**config.mk**
```make
export PLATFORM = sky130hd
export DESIGN_NAME = shift_serializer
export DESIGN_NICKNAME = d
export VERILOG_FILES = /design/src/rtl/shift_pkg.sv /design/src/rtl/shift_bit_counter.sv /design/src/rtl/shift_serializer.sv
export SDC_FILE = /design/constraint.sdc
export NUM_CORES = 1
export LEC_CHECK = 0
export ABC_AREA = 1
export CORE_MARGIN = 5
export CORE_UTILIZATION = 58
export CTS_BUF_LIST = sky130_fd_sc_hd__clkbuf_4
export CTS_CLUSTER_DIAMETER = 100
export DETAILED_ROUTE_END_ITERATION = 12
export PLACE_DENSITY = 0.82
export SYNTH_ARGS = -nofsm -noshare
export SYNTH_HDL_FRONTEND = slang
export SYNTH_HIERARCHICAL = 1
export SYNTH_SLANG_ARGS = --single-unit
```
**constraint.sdc**
```tcl
create_clock -name clk -period 2.2 [get_ports clk]
set_input_delay 0.44 -clock clk [delete_from_list [all_inputs] [get_ports clk]]
set_output_delay 0.44 -clock clk [all_outputs]
set_load 0.01 [all_outputs]
```
**src/rtl/shift_pkg.sv**
```systemverilog
// Shared types and defaults for the shift serializer.
package shift_pkg;

  localparam int DEF_WIDTH = 16;

  typedef enum logic {
    IDLE  = 1'b0,
    SHIFT = 1'b1
  } state_t;

endpackage

```
**src/rtl/shift_bit_counter.sv**
```systemverilog
// Bit-position counter for the serializer: counts 0..WIDTH-1 and wraps.
module shift_bit_counter #(
  parameter  int WIDTH = 16,
  localparam int CW    = (WIDTH > 1) ? $clog2(WIDTH) : 1
) (
  input  logic clk,
  input  logic reset,
  input  logic clear,
  input  logic enable,
  output logic tc
);

  logic [CW-1:0] count;

  assign tc = (count == CW'(WIDTH - 1));

  // Explicit wrap keeps non-power-of-two widths correct.
  always_ff @(posedge clk or posedge reset) begin
    if (reset)       count <= '0;
    else if (clear)  count <= '0;
    else if (enable) count <= tc ? '0 : count + 1'b1;
  end

endmodule

```
**src/rtl/shift_serializer.sv**
```systemverilog
// Word-to-bit serializer driving a downstream left/right shifter, with a
// one-word pending slot so consecutive words stream without a gap.
module shift_serializer
  import shift_pkg::*;
#(
  parameter int WIDTH = DEF_WIDTH
) (
  input  logic             clk,
  input  logic             reset,
  input  logic             in_valid,
  output logic             in_ready,
  input  logic [WIDTH-1:0] in_data,
  input  logic             in_dir,
  output logic             load,
  output logic             d,
  output logic             direction,
  output logic             done
);

  state_t           state_q, state_d;
  logic [WIDTH-1:0] act_word, pend_word;
  logic             act_dir, pend_dir, pend_valid;
  logic             tc, hs;
  logic             take_in, take_pend, store_pend;
  logic             shifting;

  assign shifting  = (state_q == SHIFT);
  assign in_ready  = ~pend_valid & ~reset;
  assign hs        = in_valid & in_ready;
  assign load      = shifting;
  assign direction = act_dir;
  assign d         = shifting ? (act_dir ? act_word[0] : act_word[WIDTH-1]) : 1'b0;

  shift_bit_counter #(.WIDTH(WIDTH)) u_cnt (
    .clk    (clk),
    .reset  (reset),
    .clear  (~shifting),
    .enable (shifting),
    .tc     (tc)
  );

  always_ff @(posedge clk or posedge reset) begin
    if (reset) state_q <= IDLE;
    else       state_q <= state_d;
  end

  always_comb begin
    state_d    = state_q;
    take_in    = 1'b0;
    take_pend  = 1'b0;
    store_pend = 1'b0;
    case (state_q)
      IDLE: begin
        if (hs) begin
          state_d = SHIFT;
          take_in = 1'b1;
        end
      end
      SHIFT: begin
        if (tc) begin
          // Final bit: refill from pending first, else bypass a fresh word.
          if (pend_valid)  take_pend = 1'b1;
          else if (hs)     take_in   = 1'b1;
          else             state_d   = IDLE;
        end else if (hs) begin
          store_pend = 1'b1;
        end
      end
      default: state_d = IDLE;
    endcase
  end

  always_ff @(posedge clk or posedge reset) begin
    if (reset) begin
      act_word   <= '0;
      act_dir    <= 1'b0;
      pend_word  <= '0;
      pend_dir   <= 1'b0;
      pend_valid <= 1'b0;
      done       <= 1'b0;
    end else begin
      done <= shifting & tc;
      if (take_pend) begin
        act_word <= pend_word;
        act_dir  <= pend_dir;
      end else if (take_in) begin
        act_word <= in_data;
        act_dir  <= in_dir;
      end else if (shifting) begin
        act_word <= act_dir ? (act_word >> 1) : (act_word << 1);
      end
      if (store_pend) begin
        pend_word  <= in_data;
        pend_dir   <= in_dir;
        pend_valid <= 1'b1;
      end else if (take_pend) begin
        pend_valid <= 1'b0;
      end
    end
  end

endmodule

```
; Word-level counts from Yosys, hierarchy flattened
; Cells that the tools add are included.
[word_totals]
regBits = 41
in_bits = 20
out_inout_bits = 5
elab_cells = 43
[classes]
n_addsub = 1
n_eq_ne = 1
mux = 24
bitwise = 6
reduce_logical = 3
[ops]
columns = operator, n
row1 = 16-bit 2-to-1 mux, 4
row2 = 1-bit 2-to-1 mux, 16
row3 = 4-bit 2-to-1 mux, 2
row4 = 4-bit by 1-bit adder with 4-bit output (second input constant), 1
row5 = 4-bit equality test (second input constant), 1
row6 = 1-bit one-hot mux with 2 select lines, 2
row7 = 2-bit nonzero test, 2
row8 = 1-bit bitwise AND, 3
row9 = 1-bit inverter, 3
row10 = 3-bit nonzero test, 1

; Longest topological paths before layout
[depth]
depth_word = 9
ltp_mapped = 11
depth_no_buf = 11

; Hierarchy
; The synthesis kept the hierarchy.
[by_module_without_submodules]
columns = mod, n_inst, cells_per_inst, area_each_um2
row1 = shift_serializer, 1, 299, 2114.5
row2 = shift_bit_counter, 1, 27, 227.7

; Worst setup path before layout
; No wires, ideal clock.
[synth_path]
kind = register -> register
startpoint = register u_cnt.count[0]
endpoint = register pend_word[0]
setup_time_ns = 0.131
arrival_ns = 1.488
t_required_ns = 2.069
path_slack_ns = 0.581
path_stages_with_launch = 11
path_buffers = 1
path_cell_list = dfrtp_1 ha_1 nand3_2 inv_1 inv_1 nand2_4 inv_2 nand3_2 clkbuf_1 nand2_1 o21ai_0
[synth_between]
elab_chain_len = 3
[synth_rtl]
columns = element, line
row1 = "start, declared", shift_bit_counter.sv:13  ; logic [CW-1:0] count;
row2 = "start signal, assigned", shift_bit_counter.sv:21  ; else if (enable) count <= tc ? '0 : count + 1'b1;
row3 = 4-bit equality test, shift_bit_counter.sv:15  ; assign tc = (count == CW'(WIDTH - 1));
row4 = via tc, shift_serializer.sv:23  ; logic tc, hs;
row5 = 1-bit 2-to-1 mux, shift_serializer.sv:60  ; if (tc) begin
row6 = 1-bit 2-to-1 mux, shift_serializer.sv:52  ; case (state_q)
row7 = "end signal, assigned", shift_serializer.sv:93  ; pend_word <= in_data;
row8 = "end, declared", shift_serializer.sv:21  ; logic [WIDTH-1:0] act_word, pend_word;
; The timed path passes the listed nets, and every way through them passes these cells.
; A chain may end at the register's enable or synchronous reset.

; Final worst setup path
[layout_path]
startpoint = register act_dir, in the netlist direction
endpoint = output port d
[layout_between]
elab_chain_len = 2
[layout_rtl]
columns = element, line
row1 = "start, declared", shift_serializer.sv:22  ; logic act_dir, pend_dir, pend_valid;
row2 = "start signal, assigned", shift_serializer.sv:85  ; act_dir <= pend_dir;
row3 = "start signal, assigned", shift_serializer.sv:88  ; act_dir <= in_dir;
row4 = 1-bit 2-to-1 mux (2 in series), shift_serializer.sv:32  ; assign d = shifting ? (act_dir ? act_word[0] : act_word[WIDTH-1]) : 1'b0;
row5 = "end, declared", shift_serializer.sv:15  ; output logic d,
; Every way passes these cells.

==> key figures <==
Outcome
  – Outcome: finished clean

Logic synthesis
  – Synth Cell Area: roughly 0.0023 mm2
  – Synthesis Warnings: 6
  – Number of synthesized flops with an enable pin: 0
  – Syn_nets: approximately 350
  – Asr flop ratio synth: between 90% and 100%
  – Mapped Avg Cell Area: 7.18 um2
  – Sequential-to-total area share from yosys stat: around 44%
  – Cells after Synth: approximately 330
  – Most used DFF post-synth: dfrtp_1
  – Synth cell types: 25
  – #FFs+latches synth: 41

Finish
  – Diode count: 0
  – Area growth syn-to-layout: 16.9%
  – Most common cell after layout, fill and taps aside: nand2_1
  – Most frequent cells in the layout: nand2_1 (106), inv_1 (48), dfrtp_1 (40)
  – Layout cells sized above 1: 9.30%
  – Final-stage net count: between 300 and 400
  – Fillcell total: ~350

Clocking
  – Cts bufs inserted: 5
  – Clock tree from TritonCTS: yes
  – H-tree levels: 2
  – Clock buffer depth: 2
  – Clk_lat worst skew: about 360 ps
  – Number of setup buffers added after CTS: 0
  – Clk slew on worst S/H paths: ~120 ps
  – Sink Count: 41
  – Clock root buffer: clkbuf_4

Die
  – Initial Util: between 50 and 60%
  – Chip height: between 70 and 80 um
  – Core area: approximately 0.0040 mm2
  – Num ports: 25
  – Num rows: 23
  – Die width: between 70 and 80 um
  – Die area: roughly 0.0054 mm2

Setup path
  – WP buf/inv: 1
  – Setup crit end kind: output pin
  – Worst EP arrival: roughly 1600 ps
  – Worst Setup EP: d
  – Critical Path Fanout Max: 9
  – Crit path from: direction
  – Setup CP Type: flop to output pin
  – FF-to-FF End: act_word[11]
  – Slowest cell on crit path: clkdlybuf4s50_1
  – R2R depth: 10
  – Worst R2R Setup Slack: between 400 and 500 ps
  – Largest delay share family, worst path: buffers and inverters
  – Worst R2R Start: u_cnt/count[0]
  – CP startpoint kind: flop
  – CP peak stage delay: approximately 550 ps
  – Cell depth of the worst setup path: 3
  – Worst path required time: around 1800 ps
  – Cell Chain, Critical Path: o21ai_0 -> a21oi_1 -> clkdlybuf4s50_1

Global routing
  – Pin count of the biggest net entering global routing: 36
  – Total GRT Usage: 21.5%
  – First-pass GRT wire length: ~9000 um
  – Number of global-route vias before repair: 1989
  – Initial antenna violation count: 0
  – Overflow left after global routing: 0

Timing
  – Final Hold Vio Count: 0
  – Final worst slack: 130 ps
  – Relative slew slack: 72.6%
  – FMAX: about 480 MHz
  – Unrepaired setup endpoints after global routing: false
  – Clock Skew: around 7.5 ps
  – Min Clock Period, post-route: between 2000 and 2500 ps
  – Fin. max-slew vios: 0
  – Setup_tns: 0 ps
  – Final hold slack: roughly 380 ps
  – Slew @ Worst Pin: 410 ps
  – Crit share post-route: 94.1%
  – # setup viols final: 0

Route
  – Via count: 2106
  – Final wirelength: 5250 um
  – Routed WL per cell: about 13 um
  – Vias per cell: about 5.2
  – Post-route DRC: 0
  – DRT iter0 DRCs: ~160
  – Post-route ant nets: 0
  – Drt first pass iters: 4

Placed design
  – IO Port Bufs: 24
  – Final HPWL DP: 3830 um
  – Final Wtd Congestion: roughly 0.85
  – Pre-CTS setup slack: 159 ps

Pwr
  – Static leakage power: 1.44 nW
  – Pwr per Cell Area: roughly 1200 mW/mm2
  – Peak supply drop: around 700 uV

Min path
  – Min-Delay Path Class: input port to asynchronous set/reset pin

Run
  – Max-capacitance violation count: 0
==> registers in the layout, indices dropped and copies added (netlist names) <==
signal / cells
act_word: 16
direction: 1
done: 1
load: 1
pend_dir: 1
pend_valid: 1
pend_word: 16
u_cnt/count: 4
==> worst min path at each step <==
stage	to	depth (start not counted)	slack (ps)	from
global placement	act_word[8]	2	460	act_word[8]
floorplan	u_cnt/count[0]	1	210	reset
global route	u_cnt/count[2]	2	400	reset
detailed placement	pend_word[11]	2	470	pend_word[11]
CTS	u_cnt/count[2]	2	370	reset
finish	u_cnt/count[2]	2	380	reset
==> cells in the mapped netlist, types with 4 or more instances <==
cell | number | area, um2
dfrtp_1 | 41 | 1030
clkbuf_1 | 4 | 15.0
nor2_1 | 14 | 52.6
buf_2 | 5 | 25.0
o21ai_0 | 28 | 140
o21ai_1 | 5 | 25.0
and2_0 | 6 | 37.5
a21oi_1 | 10 | 50.1
nand4_1 | 9 | 56.3
nand3_1 | 28 | 140
nand2_1 | 106 | 398
inv_1 | 48 | 180
==> what timing repair did <==
action                     CTS  global route
hold buffers                 0             0
hold endpoints to repair     0             0
setup endpoints to repair    0             1
gates resized for setup      0             1
==> kinds of logic after synthesis <==
| group | count (synthesis) | synth area share [%] |
|---|---|---|
| buf+inv | 65 | 12.0 |
| fa+ha+maj | 1 | 0.534 |
| compound gates | 45 | 9.83 |
| flops | 41 | 43.8 |
| simple gates | 174 | 33.9 |
==> where the power goes <==
group          internal [mW]  switching, mW  leakage, nW
logic                  0.652          0.898        0.889
clock network          0.165          0.239       0.0368
registers               1.10          0.249        0.510
==> stage by stage <==
step                      instances  instance area [um2]  power (mW)  util (%)
after floorplan                 326                 2340        2.45         -
after global placement          397                 2680        2.84      67.4
after detailed placement        397                 2680        2.90      67.4
after CTS                       405                 2740        3.30      68.9
after global routing            405                 2740        3.62      68.9
final                           405                 2740        3.30      68.9
==> final cells by class <==
class                      instances  area [um2]  share of cell area [%]
inverter                          51         191                    6.99
multi-input combinational        220        1040                    37.8
timing repair buffer              35         360                    13.2
tap                               50        62.6                    2.29
sequential                        41        1030                    37.5
clock buffer                       8        60.1                    2.19
==> layer usage <==
layer  track usage, %  part of all wire, %  wire, um
met4             7.24                  1.4        72
met2             33.8                   46      2420
met1             29.8                   46      2430
met3             4.38                  6.3       329
met5                0                    0         0
No activity file was read; power rests on OpenSTA's default activity.
